==> src/rtl/pspin_her_conf_seq.sv <==
`default_nettype none
// =============================================================================
// Module   : pspin_her_conf_seq
// Gates DMA completions, drains in-flight HERs, then strobes conf_valid.
// Optional drain timeout: define PSPIN_HER_CONF_TIMEOUT_EN.
// Revision : 1.0
// =============================================================================
module pspin_her_conf_seq #(
    parameter int unsigned CNT_WIDTH      = 16,
    parameter int unsigned TIMEOUT_CYCLES = 65536
) (
    input  logic                 clk,
    input  logic                 rstn,
    input  logic                 ctrl_commit_valid,
    output logic                 ctrl_commit_ready,
    output logic                 ctrl_busy,
    output logic [CNT_WIDTH-1:0] ctrl_outstanding,
    output logic                 ctrl_timeout,
    input  logic                 ctrl_timeout_clr,
    input  logic                 s_gen_valid,
    output logic                 s_gen_ready,
    output logic                 m_gen_valid,
    input  logic                 m_gen_ready,
    input  logic                 her_valid,
    input  logic                 her_ready,
    input  logic                 fb_valid,
    output logic                 conf_valid
);

    typedef enum logic [1:0] {
        ST_IDLE   = 2'd0,
        ST_DRAIN  = 2'd1,
        ST_COMMIT = 2'd2,
        ST_SETTLE = 2'd3
    } state_e;

    localparam logic [CNT_WIDTH-1:0] CNT_MAX = '1;

    state_e               state_q, state_d;
    logic [CNT_WIDTH-1:0] cnt_q, cnt_d;
    logic                 conf_valid_q, conf_valid_d;
    logic                 busy_q, busy_d;
    logic                 timeout_q, timeout_d;

    logic gate_open;
    logic commit_fire;
    logic her_fire;
    logic drain_expired;
    logic timeout_clr;

    // Completions only flow while idle; a commit never preempts a pending transfer.
    assign gate_open         = (state_q == ST_IDLE);
    assign m_gen_valid       = gate_open & s_gen_valid;
    assign s_gen_ready       = gate_open & m_gen_ready;
    assign ctrl_commit_ready = gate_open & (~s_gen_valid | m_gen_ready);
    assign commit_fire       = ctrl_commit_valid & ctrl_commit_ready;
    assign her_fire          = her_valid & her_ready;

    always_comb begin
        cnt_d = cnt_q;
        if (her_fire && !fb_valid && (cnt_q != CNT_MAX)) begin
            cnt_d = cnt_q + 1'b1;
        end else if (fb_valid && !her_fire && (cnt_q != '0)) begin
            cnt_d = cnt_q - 1'b1;
        end
    end

`ifdef PSPIN_HER_CONF_TIMEOUT_EN
    localparam int unsigned   DW         = $clog2(TIMEOUT_CYCLES + 1);
    localparam logic [DW-1:0] DRAIN_LAST = DW'(TIMEOUT_CYCLES - 1);

    logic [DW-1:0] drain_cnt_q, drain_cnt_d;

    // Held at zero outside DRAIN, so every DRAIN entry starts from a clean count.
    always_comb begin
        drain_cnt_d = '0;
        if ((state_q == ST_DRAIN) && (drain_cnt_q != DRAIN_LAST)) begin
            drain_cnt_d = drain_cnt_q + 1'b1;
        end
    end

    always_ff @(posedge clk or negedge rstn) begin
        if (!rstn) begin
            drain_cnt_q <= '0;
        end else begin
            drain_cnt_q <= drain_cnt_d;
        end
    end

    assign drain_expired = (state_q == ST_DRAIN) && (drain_cnt_q == DRAIN_LAST);
    assign timeout_clr   = ctrl_timeout_clr;
`else
    logic unused_timeout_cfg;
    assign unused_timeout_cfg = ctrl_timeout_clr ^ (TIMEOUT_CYCLES == 0);
    assign drain_expired      = 1'b0;
    assign timeout_clr        = 1'b0;
`endif

    always_comb begin
        state_d   = state_q;
        timeout_d = timeout_q;
        if (timeout_clr) begin
            timeout_d = 1'b0;
        end
        case (state_q)
            ST_IDLE: begin
                if (commit_fire) begin
                    state_d = ST_DRAIN;
                end
            end
            ST_DRAIN: begin
                if (cnt_q == '0) begin
                    state_d = ST_COMMIT;
                end else if (drain_expired) begin
                    state_d   = ST_COMMIT;
                    timeout_d = 1'b1;
                end
            end
            ST_COMMIT: state_d = ST_SETTLE;
            ST_SETTLE: state_d = ST_IDLE;
            default:   state_d = ST_IDLE;
        endcase
        conf_valid_d = (state_d == ST_COMMIT);
        busy_d       = (state_d != ST_IDLE);
    end

    always_ff @(posedge clk or negedge rstn) begin
        if (!rstn) begin
            state_q      <= ST_IDLE;
            cnt_q        <= '0;
            conf_valid_q <= 1'b0;
            busy_q       <= 1'b0;
            timeout_q    <= 1'b0;
        end else begin
            state_q      <= state_d;
            cnt_q        <= cnt_d;
            conf_valid_q <= conf_valid_d;
            busy_q       <= busy_d;
            timeout_q    <= timeout_d;
        end
    end

    assign conf_valid       = conf_valid_q;
    assign ctrl_busy        = busy_q;
    assign ctrl_outstanding = cnt_q;
    assign ctrl_timeout     = timeout_q;

endmodule
`default_nettype wire

==> config.mk <==
export PLATFORM = sky130hd
export DESIGN_NAME = pspin_her_conf_seq
export DESIGN_NICKNAME = d
export VERILOG_FILES = /design/src/rtl/pspin_her_conf_seq.sv
export SDC_FILE = /design/constraint.sdc
export NUM_CORES = 1
export LEC_CHECK = 0
export BUFFER_PORTS_ARGS = -buffer_cell sky130_fd_sc_hd__buf_4
export CAP_MARGIN = 5
export CORE_ASPECT_RATIO = 0.9
export CORE_MARGIN = 5
export CORE_UTILIZATION = 30
export DETAILED_ROUTE_END_ITERATION = 7
export GPL_TIMING_DRIVEN = 0
export PLACE_DENSITY = 0.47
export SLEW_MARGIN = 20
export SYNTH_ARGS = -nofsm -noshare
export SYNTH_HDL_FRONTEND = slang
export SYNTH_SLANG_ARGS = --single-unit
export TNS_END_PERCENT = 1
==> constraint.sdc <==
create_clock -name clk -period 3.18 [get_ports clk]
set_input_delay 0.477 -clock clk [delete_from_list [all_inputs] [get_ports clk]]
set_output_delay 0.477 -clock clk [all_outputs]
set_load 0.005 [all_outputs]
==> results summary <==
The number of nets at the end of the flow came out at 242. At the pin with the least slew margin, the transition time is 529 ps. The global-route usage over all layers is 13.0%. The effective utilization at floorplan came out at 31.1%. The clock sink count is 20.

The count of final max-slew check failures came out at 0. Summing all non-filler instances in the final layout gives an area of 2050 µm². Combinational logic burns 57.8% of the power.

The max-slew headroom at the worst pin came out at 64.4%. The post-place instance area is 1940 µm². The critical path crosses 10 cells after its start point. Of the available clock period, the critical path in the final layout requires 93.0%. In this run the remaining antenna-violating nets after routing total 0. Grouping stages by cell kind, the critical path spends the most delay in simple AND/OR/NAND/NOR gates. The clock passes through at most 2 buffers.

The post-synthesis net count is 205. The sequential area share after synthesis is 30.4%. The max-capacitance violation count is 0. The routed via count divided by cell count came out at 5.37. Derived from the worst setup path, the maximum achievable clock frequency is 338 MHz.

The clock latency on the worst-skew pair is 270 ps. The buffer and inverter count on the worst path came out at 0. Clock-pin slew was measured on the worst setup and hold paths at 100 ps. The setup violation total in the final timing report came out at 0. The tree is rooted in a clkbuf_8.

TritonCTS built the clock tree. The pre-CTS setup slack is 73.9 ps. The setup TNS after final layout came out at 0 ps. The setup skew after layout is 11.1 ps. The post-CTS setup-driven buffer insertion count came out at 0. The cell-internal power came out at 1.07 mW.

Counting flops with a built-in enable in the synthesized netlist gives 0. Setup slack closes at 222 ps. The count of cells resized by post-cts repair is 0. The power spent charging and discharging nets is 862 µW.

The count of cells in the finished layout, fillers not included, comes to 283. After synthesis, the netlist uses 52 different library cells. The number of fillers in the final layout is 537. The category of the critical setup timing path is flop to flop. The maximum level of the CTS H-tree came out at 1. The switching share of power is 44.6%.

The part of the power in registers is 28.0%. The worst stage delay on the critical path is 490 ps. The final weighted congestion in routability-driven placement came out at 0.849. The routed wirelength normalized by instance count came out at 15.7 µm. The growth of design area from synthesis to finish is 24.8%. The leakage component of the power is 0.944 nW. The number of hold violations in the final report came out at 0. The count of mapped cells out of synthesis came out at 180. The clock group share of total power is 14.2%. The data arrival time of the worst path came out at 3130 ps. The post-synthesis sequential element count came out at 20. Clock tree synthesis inserted a total of 3 buffers. The wire length of the first global-routing pass is 7.22 mm. Setup repair after global routing left no endpoint under its margin. The kind of end point of the critical path is a flop.

The detailed router finished its first iteration with 79 violations. The maximum resistive drop on vdd came out at 0.000654 V. From bottom edge to top edge, the die measures 80.2 µm. The total detailed-routing wirelength came out at 4.45 mm. The number of antenna violations at the first check in global routing is 0. The required time reported for the critical path endpoint is 3350 ps. The maximum fanout encountered on the critical timing path came out at 7. The run finished with clean final reports. For this design the top-level I/O count stands at 31.

The full die area came out at 7060 µm². The cell type of the slowest stage on the worst timing path is dfrtp_1. The synthesized area is 1640 µm². The path class of the tightest hold or removal check is primary input to asynchronous set/reset pin. The shortest period the worst path allows is 2960 ps. The count of antenna diodes in the layout came out at 0.

The hold buffer count at cts is 0. The category of the worst setup path launch point is a flop. The ratio of cells with drive above 1 in the final layout is 24.5%. The average cell area after synthesis is 9.13 µm². The number of DRC violations after detailed routing is 0. In the synthesized netlist the async set-or-reset flop fraction comes to 100%. The number of placed instances with taps included came out at 275. Row generation in the floorplan step produced 25 rows. The overflow left after global routing came out at 0. The routed via count came out at 1,521. Input and output buffers added on the ports amount to 28. The signal on the critical path passes through nand4_2, nor4_4, or2_4, ha_1, nor2b_1, o31a_1, o21ai_0, a21oi_1, or4_1, o211a_1. The logic depth of the worst register-to-register path came out at 10.

The slack of the worst reg-to-reg path came out at 220 ps. The number of detailed-routing iterations run before antenna repair came out at 4. The total power per unit cell area came out at 940 nW/µm². The placed wire-length estimate after detailed placement is 3.33 mm. The placeable core region came out at 5290 µm². The horizontal die dimension came out at 88.0 µm.

The number of global-route vias before repair is 1,462. The number of warnings issued by yosys is 0. The leading register cell type out of synthesis is dfrtp_1.

The maximum number of pins on one net before global-route repair came out at 21.
-- cell type report --
cell class | instances | area (µm²) | area share, %
plain buffers | 3 | 22.5 | 1.10
clock buffers | 3 | 41.3 | 2.01
clock inverters | 1 | 30.0 | 1.46
inverters | 6 | 25.0 | 1.22
multi-input cells | 151 | 1100 | 53.4
flip-flops and latches | 20 | 500 | 24.4
well taps | 67 | 83.8 | 4.09
repair buffers | 32 | 253 | 12.3
-- through the flow --
stage | util [%] | power (mW) | hold slack (ps)
2_1_floorplan | - | 1.27 | 181
3_3_place_gp | 36.7 | 1.65 | 387
3_5_place_dp | 36.7 | 1.65 | 388
4_1_cts | 38.0 | 1.93 | 86.0
5_1_grt | 38.8 | 2.11 | 92.1
6_report | 38.8 | 1.93 | 72.5
-- registers in the layout (all words and copies together), names as in the netlist --
register          cells
ctrl_busy             1
ctrl_outstanding     16
conf_valid            1
state_q               2
-- path summary, 6_finish.rpt --
kind	startpoint	endpoint
max	ctrl_outstanding[1]	ctrl_outstanding[12]
min	rstn	state_q[0]
max reg2reg	ctrl_outstanding[1]	ctrl_outstanding[12]
min reg2reg	ctrl_outstanding[4]	ctrl_outstanding[4]
max in group asynchronous	rstn	ctrl_outstanding[11]
min in group clk	ctrl_commit_valid	ctrl_busy
-- cells in the final DEF (no fill, tap or decap), drive strengths merged, types with 2 or more instances in the layout --
| master | count |
|---|---|
| o211ai | 3 |
| nor3 | 3 |
| inv | 6 |
| a211oi | 3 |
| xnor2 | 4 |
| nand2b | 3 |
| and3 | 3 |
| a21oi | 20 |
| ha | 15 |
| clkbuf | 4 |
| nor4 | 6 |
| mux2 | 2 |
| buf | 34 |
| a21boi | 2 |
| nand2 | 12 |
| nand4 | 8 |
| o21ai | 10 |
| o21a | 3 |
| o211a | 4 |
| dfrtp | 20 |
| o2bb2ai | 2 |
| or2 | 2 |
| nand3 | 4 |
| nor2 | 17 |
| a21o | 6 |
| and2 | 4 |
| xor2 | 4 |
-- synth_stat cells (2+ instances only) --
cell type  count  area share [%]
o211ai_1       3             1.4
o21ai_0        7             2.1
o211a_1        4             2.4
nand2_1       12             2.7
nand4_1        5             1.9
ha_1          15              11
dfrtp_1       20              30
nor3_1         2            0.61
a21oi_1       19             5.8
and2_1         2            0.76
and3_1         3             1.1
nor2_1        16             3.7
a211oi_1       2            0.91
o21ai_1        3            0.91
xor2_1         4             2.1
xnor2_1        4             2.1
o21a_1         3             1.4
a21boi_0       2            0.91
nor4_1         4             1.5
nand4_2        3             2.3
and2_2         2            0.91
nand3_1        4             1.2
nand2b_1       3             1.1
inv_1          5             1.1
a21o_1         6             2.7
-- power by group through the flow --
stage	registers (mW)	logic, mW	clock network, mW
6_report	0.540	1.12	0.274
3_3_place_gp	0.540	1.11	0
4_1_cts	0.541	1.11	0.280
5_1_grt	0.561	1.25	0.291
3_5_place_dp	0.544	1.10	0
2_1_floorplan	0.501	0.768	0
-- cells by family after synthesis --
kind of cell	Yosys count	synth area share (%)
and+or+nand+nor	67	24.3
AOI/OAI and AO/OA	57	23.9
DFF	20	30.4
adders and majority gates	16	12.6
buffers and inverters	9	2.89
xor gates and xnor gates	8	4.26
muxes	2	1.37
other	1	0.228
-- routing by layer --
layer	up-vias	global-route usage (%)	part of all wire, %
met2	40	20.4	43
met5	-	0	0
met3	4	2.97	5.8
met1	724	18.3	51
li1	753	-	-
met4	0	1.96	0.76
No activity file was read; power rests on OpenSTA's default activity.
